===== src/rtl/sys_rst_sequencer.sv =====
// Board reset synchronizer and SDRAM power-up / init handshake sequencer.
// Releases downstream logic only once the SDRAM init engine has completed.
module sys_rst_sequencer #(
  parameter int SYNC_STAGES    = 2,
  parameter int PWR_CYCLES     = 10000,
  parameter int TIMEOUT_CYCLES = 4096,
  parameter int MAX_RETRY      = 3,
  parameter int CNT_W          = 16
) (
  input  logic       clk,
  input  logic       rst_n,
  input  logic       init_done,
  output logic       sys_rst_n,
  output logic       init_req,
  output logic       sys_ready,
  output logic       fault,
  output logic [1:0] retry_cnt,
  output logic [2:0] state_dbg
);

  typedef enum logic [2:0] {
    S_SYNC    = 3'd0,
    S_PWR     = 3'd1,
    S_REQ     = 3'd2,
    S_BACKOFF = 3'd3,
    S_RUN     = 3'd4,
    S_FAULT   = 3'd5
  } state_e;

  localparam logic [CNT_W-1:0] PWR_LAST = CNT_W'(PWR_CYCLES - 1);
  localparam logic [CNT_W-1:0] TO_LAST  = CNT_W'(TIMEOUT_CYCLES - 1);
  localparam logic [CNT_W-1:0] BO_LAST  = CNT_W'(15);
  localparam logic [1:0]       RTY_MAX  = 2'(MAX_RETRY);

  logic [SYNC_STAGES-1:0] sync_q;
  state_e                 state_q;
  logic [CNT_W-1:0]       cnt_q;
  logic [1:0]             retry_q;
  logic [1:0]             retry_d;
  logic                   init_req_q;
  logic                   sys_ready_q;
  logic                   fault_q;

  // Async assert, sync release: shift ones in once rst_n is high
  always_ff @(posedge clk or negedge rst_n) begin
    if (!rst_n) begin
      sync_q <= '0;
    end else begin
      sync_q <= {sync_q[SYNC_STAGES-2:0], 1'b1};
    end
  end

  assign sys_rst_n = sync_q[SYNC_STAGES-1];

  // Retry count after the current attempt fails, saturating at the limit
  assign retry_d = (retry_q == RTY_MAX) ? retry_q : retry_q + 2'd1;

  // Sequencer FSM with registered Moore outputs
  always_ff @(posedge clk or negedge rst_n) begin
    if (!rst_n) begin
      state_q     <= S_SYNC;
      cnt_q       <= '0;
      retry_q     <= '0;
      init_req_q  <= 1'b0;
      sys_ready_q <= 1'b0;
      fault_q     <= 1'b0;
    end else if (!sys_rst_n) begin
      state_q     <= S_SYNC;
      cnt_q       <= '0;
      retry_q     <= '0;
      init_req_q  <= 1'b0;
      sys_ready_q <= 1'b0;
      fault_q     <= 1'b0;
    end else begin
      unique case (state_q)
        S_SYNC: begin
          state_q <= S_PWR;
          cnt_q   <= '0;
        end
        S_PWR: begin
          if (cnt_q == PWR_LAST) begin
            state_q    <= S_REQ;
            cnt_q      <= '0;
            init_req_q <= 1'b1;
          end else begin
            cnt_q <= cnt_q + 1'b1;
          end
        end
        S_REQ: begin
          if (init_done) begin
            state_q     <= S_RUN;
            init_req_q  <= 1'b0;
            sys_ready_q <= 1'b1;
          end else if (cnt_q == TO_LAST) begin
            cnt_q      <= '0;
            init_req_q <= 1'b0;
            retry_q    <= retry_d;
            if (retry_d == RTY_MAX) begin
              state_q <= S_FAULT;
              fault_q <= 1'b1;
            end else begin
              state_q <= S_BACKOFF;
            end
          end else begin
            cnt_q <= cnt_q + 1'b1;
          end
        end
        S_BACKOFF: begin
          if (cnt_q == BO_LAST) begin
            state_q    <= S_REQ;
            cnt_q      <= '0;
            init_req_q <= 1'b1;
          end else begin
            cnt_q <= cnt_q + 1'b1;
          end
        end
        S_RUN: begin
          state_q <= S_RUN;
        end
        S_FAULT: begin
          state_q <= S_FAULT;
        end
        default: begin
          state_q <= S_SYNC;
          cnt_q   <= '0;
        end
      endcase
    end
  end

  assign init_req  = init_req_q;
  assign sys_ready = sys_ready_q;
  assign fault     = fault_q;
  assign retry_cnt = retry_q;
  assign state_dbg = state_q;

endmodule


===== config.mk =====
export PLATFORM = sky130hd
export DESIGN_NAME = sys_rst_sequencer
export DESIGN_NICKNAME = d
export VERILOG_FILES = /design/src/rtl/sys_rst_sequencer.sv
export SDC_FILE = /design/constraint.sdc
export NUM_CORES = 1
export LEC_CHECK = 0
export ABC_AREA = 0
export CAP_MARGIN = 20
export CORE_MARGIN = 4
export CORE_UTILIZATION = 51
export CTS_CLUSTER_DIAMETER = 60
export DETAILED_ROUTE_END_ITERATION = 7
export PLACE_DENSITY_LB_ADDON = 0.2
export SLEW_MARGIN = 20
export SYNTH_ARGS = -nofsm -noshare
export SYNTH_HDL_FRONTEND = slang
export SYNTH_SLANG_ARGS = --single-unit

===== constraint.sdc =====
create_clock -name clk -period 1.98 [get_ports clk]
set_clock_uncertainty 0.1 [all_clocks]
set_input_delay 0.396 -clock clk [delete_from_list [all_inputs] [get_ports clk]]
set_output_delay 0.396 -clock clk [all_outputs]
set_load 0.005 [all_outputs]

==> impl_results.md <==
- 1st-iter DRT viols: 55
- FILL cells: 173
- CTS buffer count: 3
- Vias/cell: 5.86
- FFs w/ async S/R, synth: 1.00
- Logic pwr share: 0.413
- Nets: 218
- Setup violators final: 15
- Min Tclk post-route: 2.12 ns
- Hold/Removal Path Class: flip-flop to flip-flop
- Fmax: 471 MHz
- CP Capture Type: flip-flop
- Worst setup SP type: flip-flop
- Die Span X: 61.1 µm
- Layout cells sized above 1: 0.343
- Vias in the first global route: 1381
- Overflow after GRT: 0
- Sequential share of power: 0.412
- DR vias: 1425
- Crit. Startpoint: cnt_q[15]$_DFFE_PN0P_
- DRT Wirelength: 3.82 mm
- Violated checks: negative setup slack
- Core area: 2590 µm²
- Hold depth: 0
- Switching Share: 0.351
- Clock Tree Root: clkbuf_4
- Register-to-register setup slack: -0.14 ns
- Final Hold Viols: 0
- Initial antenna violation count: 0
- TritonRoute pass-1 iters: 4
- EDFF count, synth: 0
- Status: complete, but fails checks
- Cell area after layout: 2040 µm²
- Post-route ant nets: 0
- Synth-to-layout area growth: 41.9%
- Htree depth: 1
- Power per Cell Area: 757 nW/µm²
- Leak: 0.883 nW
- RR Endpoint: cnt_q[2]$_DFFE_PN0P_
- Critical path start-end classification: flip-flop to flip-flop
- FF-to-FF path depth: 8
- Synthesized instance count: 160
- Syn Std Cell Area: 1440 µm²
- I/O pin count: 12
- Hold buffer count at cts: 0
- Clock latency on the worst-skew pair: 0.32 ns
- Library cells used by synthesis: 44
- Hold wc startpoint: sync_q[0]$_DFF_PN0_
- FP Rows: 18
- First-pass GRT wire length: 6.19 mm
- GRT Util Overall: 0.223
- Die H: 61.1 µm
- Post-route insts no fill: 243
- Yosys reg bits: 26
- Commonest non-fill, non-tap cell in the layout: buf_4
- Critical Path RT: 2.09 ns
- Pint: 1.00 mW
- Placed Instances: 231
- RSZ-0062 raised after global routing: true
- Placer congestion estimate: 0.873
- Mean Syn Cell Area: 8.99 µm²
- Clock power share: 0.175
- RR Startpoint: cnt_q[15]$_DFFE_PN0P_
- Worst-path clk slew: 0.14 ns
- Routed wire per std cell: 15.7 µm
- Maximum VDD drop: 0.000705 V
- Hold EP: sync_q[1]$_DFF_PN0_
- Placed cell area: 1830 µm²
- Final period utilization: 1.07
- Worst-path fanout max: 4
- Critical path arrival: 2.23 ns
- Top FF cell, synth: dfrtp_1
- Switching pwr: 0.541 mW
- YS warnings: 0
- Setup TNS Final: -1.70 ns
- Max-slew violations: 0
- Clock tree buffer depth: 2
- Initial Util: 0.555
- TritonCTS clock tree: done
- Post-DP HPWL: 2.69 mm
- DR DRC count: 0
- Sequential area share after synthesis: 0.453
- Clock Sinks: 26
- Syn_nets: 164
- Port buffer count: 11
- Final WS setup: -0.143 ns
- Pin count of the biggest net entering global routing: 27
- Most frequent cells in the layout: 37 x buf_4, 26 x dfrtp_1, 18 x nand2_1, 15 x nor2_1, 11 x clkdlybuf4s50_1
- Antenna Cells: 0
- Max-cap violations: 0
- Full die area: 3730 µm²
==> per-stage QoR <==
stage / hold WS, ns / utilization / total power, mW / setup WS [ns]
detailed placement: 0.247 / 0.706 / 1.17 / -0.264
global placement: 0.240 / 0.706 / 1.15 / -0.183
CTS: 0.279 / 0.753 / 1.49 / -0.0897
floorplan: 0.000409 / - / 0.915 / -0.0155
finish: 0.277 / 0.787 / 1.54 / -0.143
global route: 0.293 / 0.787 / 1.64 / -0.220
==> Yosys cell counts (2+ instances only) <==
cell | instances | area, µm²
inv_1 | 9 | 33.8
o31ai_1 | 2 | 15.0
and2_1 | 2 | 12.5
xnor2_1 | 6 | 52.6
nor2_1 | 23 | 86.3
nand2_1 | 19 | 71.3
dfrtp_1 | 26 | 651
nor3_1 | 2 | 10.0
nand3_1 | 5 | 25.0
nor4_1 | 5 | 31.3
clkbuf_1 | 2 | 7.51
or3_1 | 2 | 12.5
nand4_1 | 6 | 37.5
o41ai_1 | 2 | 17.5
mux2i_1 | 2 | 20.0
xor2_1 | 4 | 35.0
a21oi_1 | 6 | 30.0
o22ai_1 | 2 | 12.5
o21ai_0 | 10 | 50.1
==> routing by layer <==
metal  routed length, µm  vias up  track usage
met5                   0        -            0
met4                  70        0       0.0867
met3                 156        9       0.0294
met2                1960       47        0.370
met1                1630      698        0.295
li1                    -      671            -
==> logic make-up (layout without fill, tap and decap cells) <==
| family | count (synthesis) | in the layout | synth area share |
|---|---|---|---|
| and+or+nand+nor | 74 | 74 | 0.266 |
| AOI/OAI and AO/OA | 32 | 32 | 0.150 |
| DFF | 26 | 26 | 0.453 |
| buffers and inverters | 14 | 67 | 0.0453 |
| xor gates and xnor gates | 10 | 10 | 0.0609 |
| muxes | 2 | 2 | 0.0139 |
| adders and majority gates | 1 | 1 | 0.00870 |
| other | 1 | 1 | 0.00261 |
==> critical path, stage by stage, from the launching register on <==
cell	delay [ns]
dfrtp_1	0.41
or3_4	0.42
buf_6	0.13
nor4_4	0.33
a21oi_4	0.12
buf_6	0.14
o21bai_1	0.14
buf_4	0.16
o41ai_2	0.06
==> power by group through the flow <==
stage                     Combinational, mW  Clock (mW)  Sequential [mW]
final                                 0.638       0.270            0.635
after global routing                  0.695       0.300            0.641
after CTS                             0.581       0.276            0.631
after detailed placement              0.532           0            0.642
after global placement                0.515           0            0.636
after floorplan                       0.293           0            0.621
==> worst max-delay path by stage <==
stage                          endpoint  slack, ns
3_3_place_gp       cnt_q[4]$_DFFE_PN0P_      -0.18
4_1_cts            cnt_q[2]$_DFFE_PN0P_      -0.09
2_1_floorplan     cnt_q[10]$_DFFE_PN0P_      -0.02
5_1_grt        state_dbg[0]$_DFFE_PN0P_      -0.22
3_5_place_dp       cnt_q[9]$_DFFE_PN0P_      -0.26
6_report           cnt_q[2]$_DFFE_PN0P_      -0.14
==> cell type report <==
type,instances,area [µm²],share of cell area
multi-input cells,120,817,0.401
flip-flops and latches,26,651,0.319
repair buffers,54,464,0.228
well taps,30,37.5,0.0184
clock buffers,4,36.3,0.0178
inverters,9,33.8,0.0166
==> registers in the layout, indices dropped and copies added (netlist names) <==
register   flops
init_req       1
state_dbg      3
cnt_q         16
fault          1
retry_cnt      2
sync_q         2
sys_ready      1
==> repair_timing <==
action / in CTS / in global routing
gates resized for setup: 15 / 19
buffers inserted: 4 / 4
endpoints found under the setup margin: 19 / 24
pin swaps: 13 / 11
endpoints found under the hold margin: 0 / 0
Note: power is estimated with default switching activity, not from simulation.
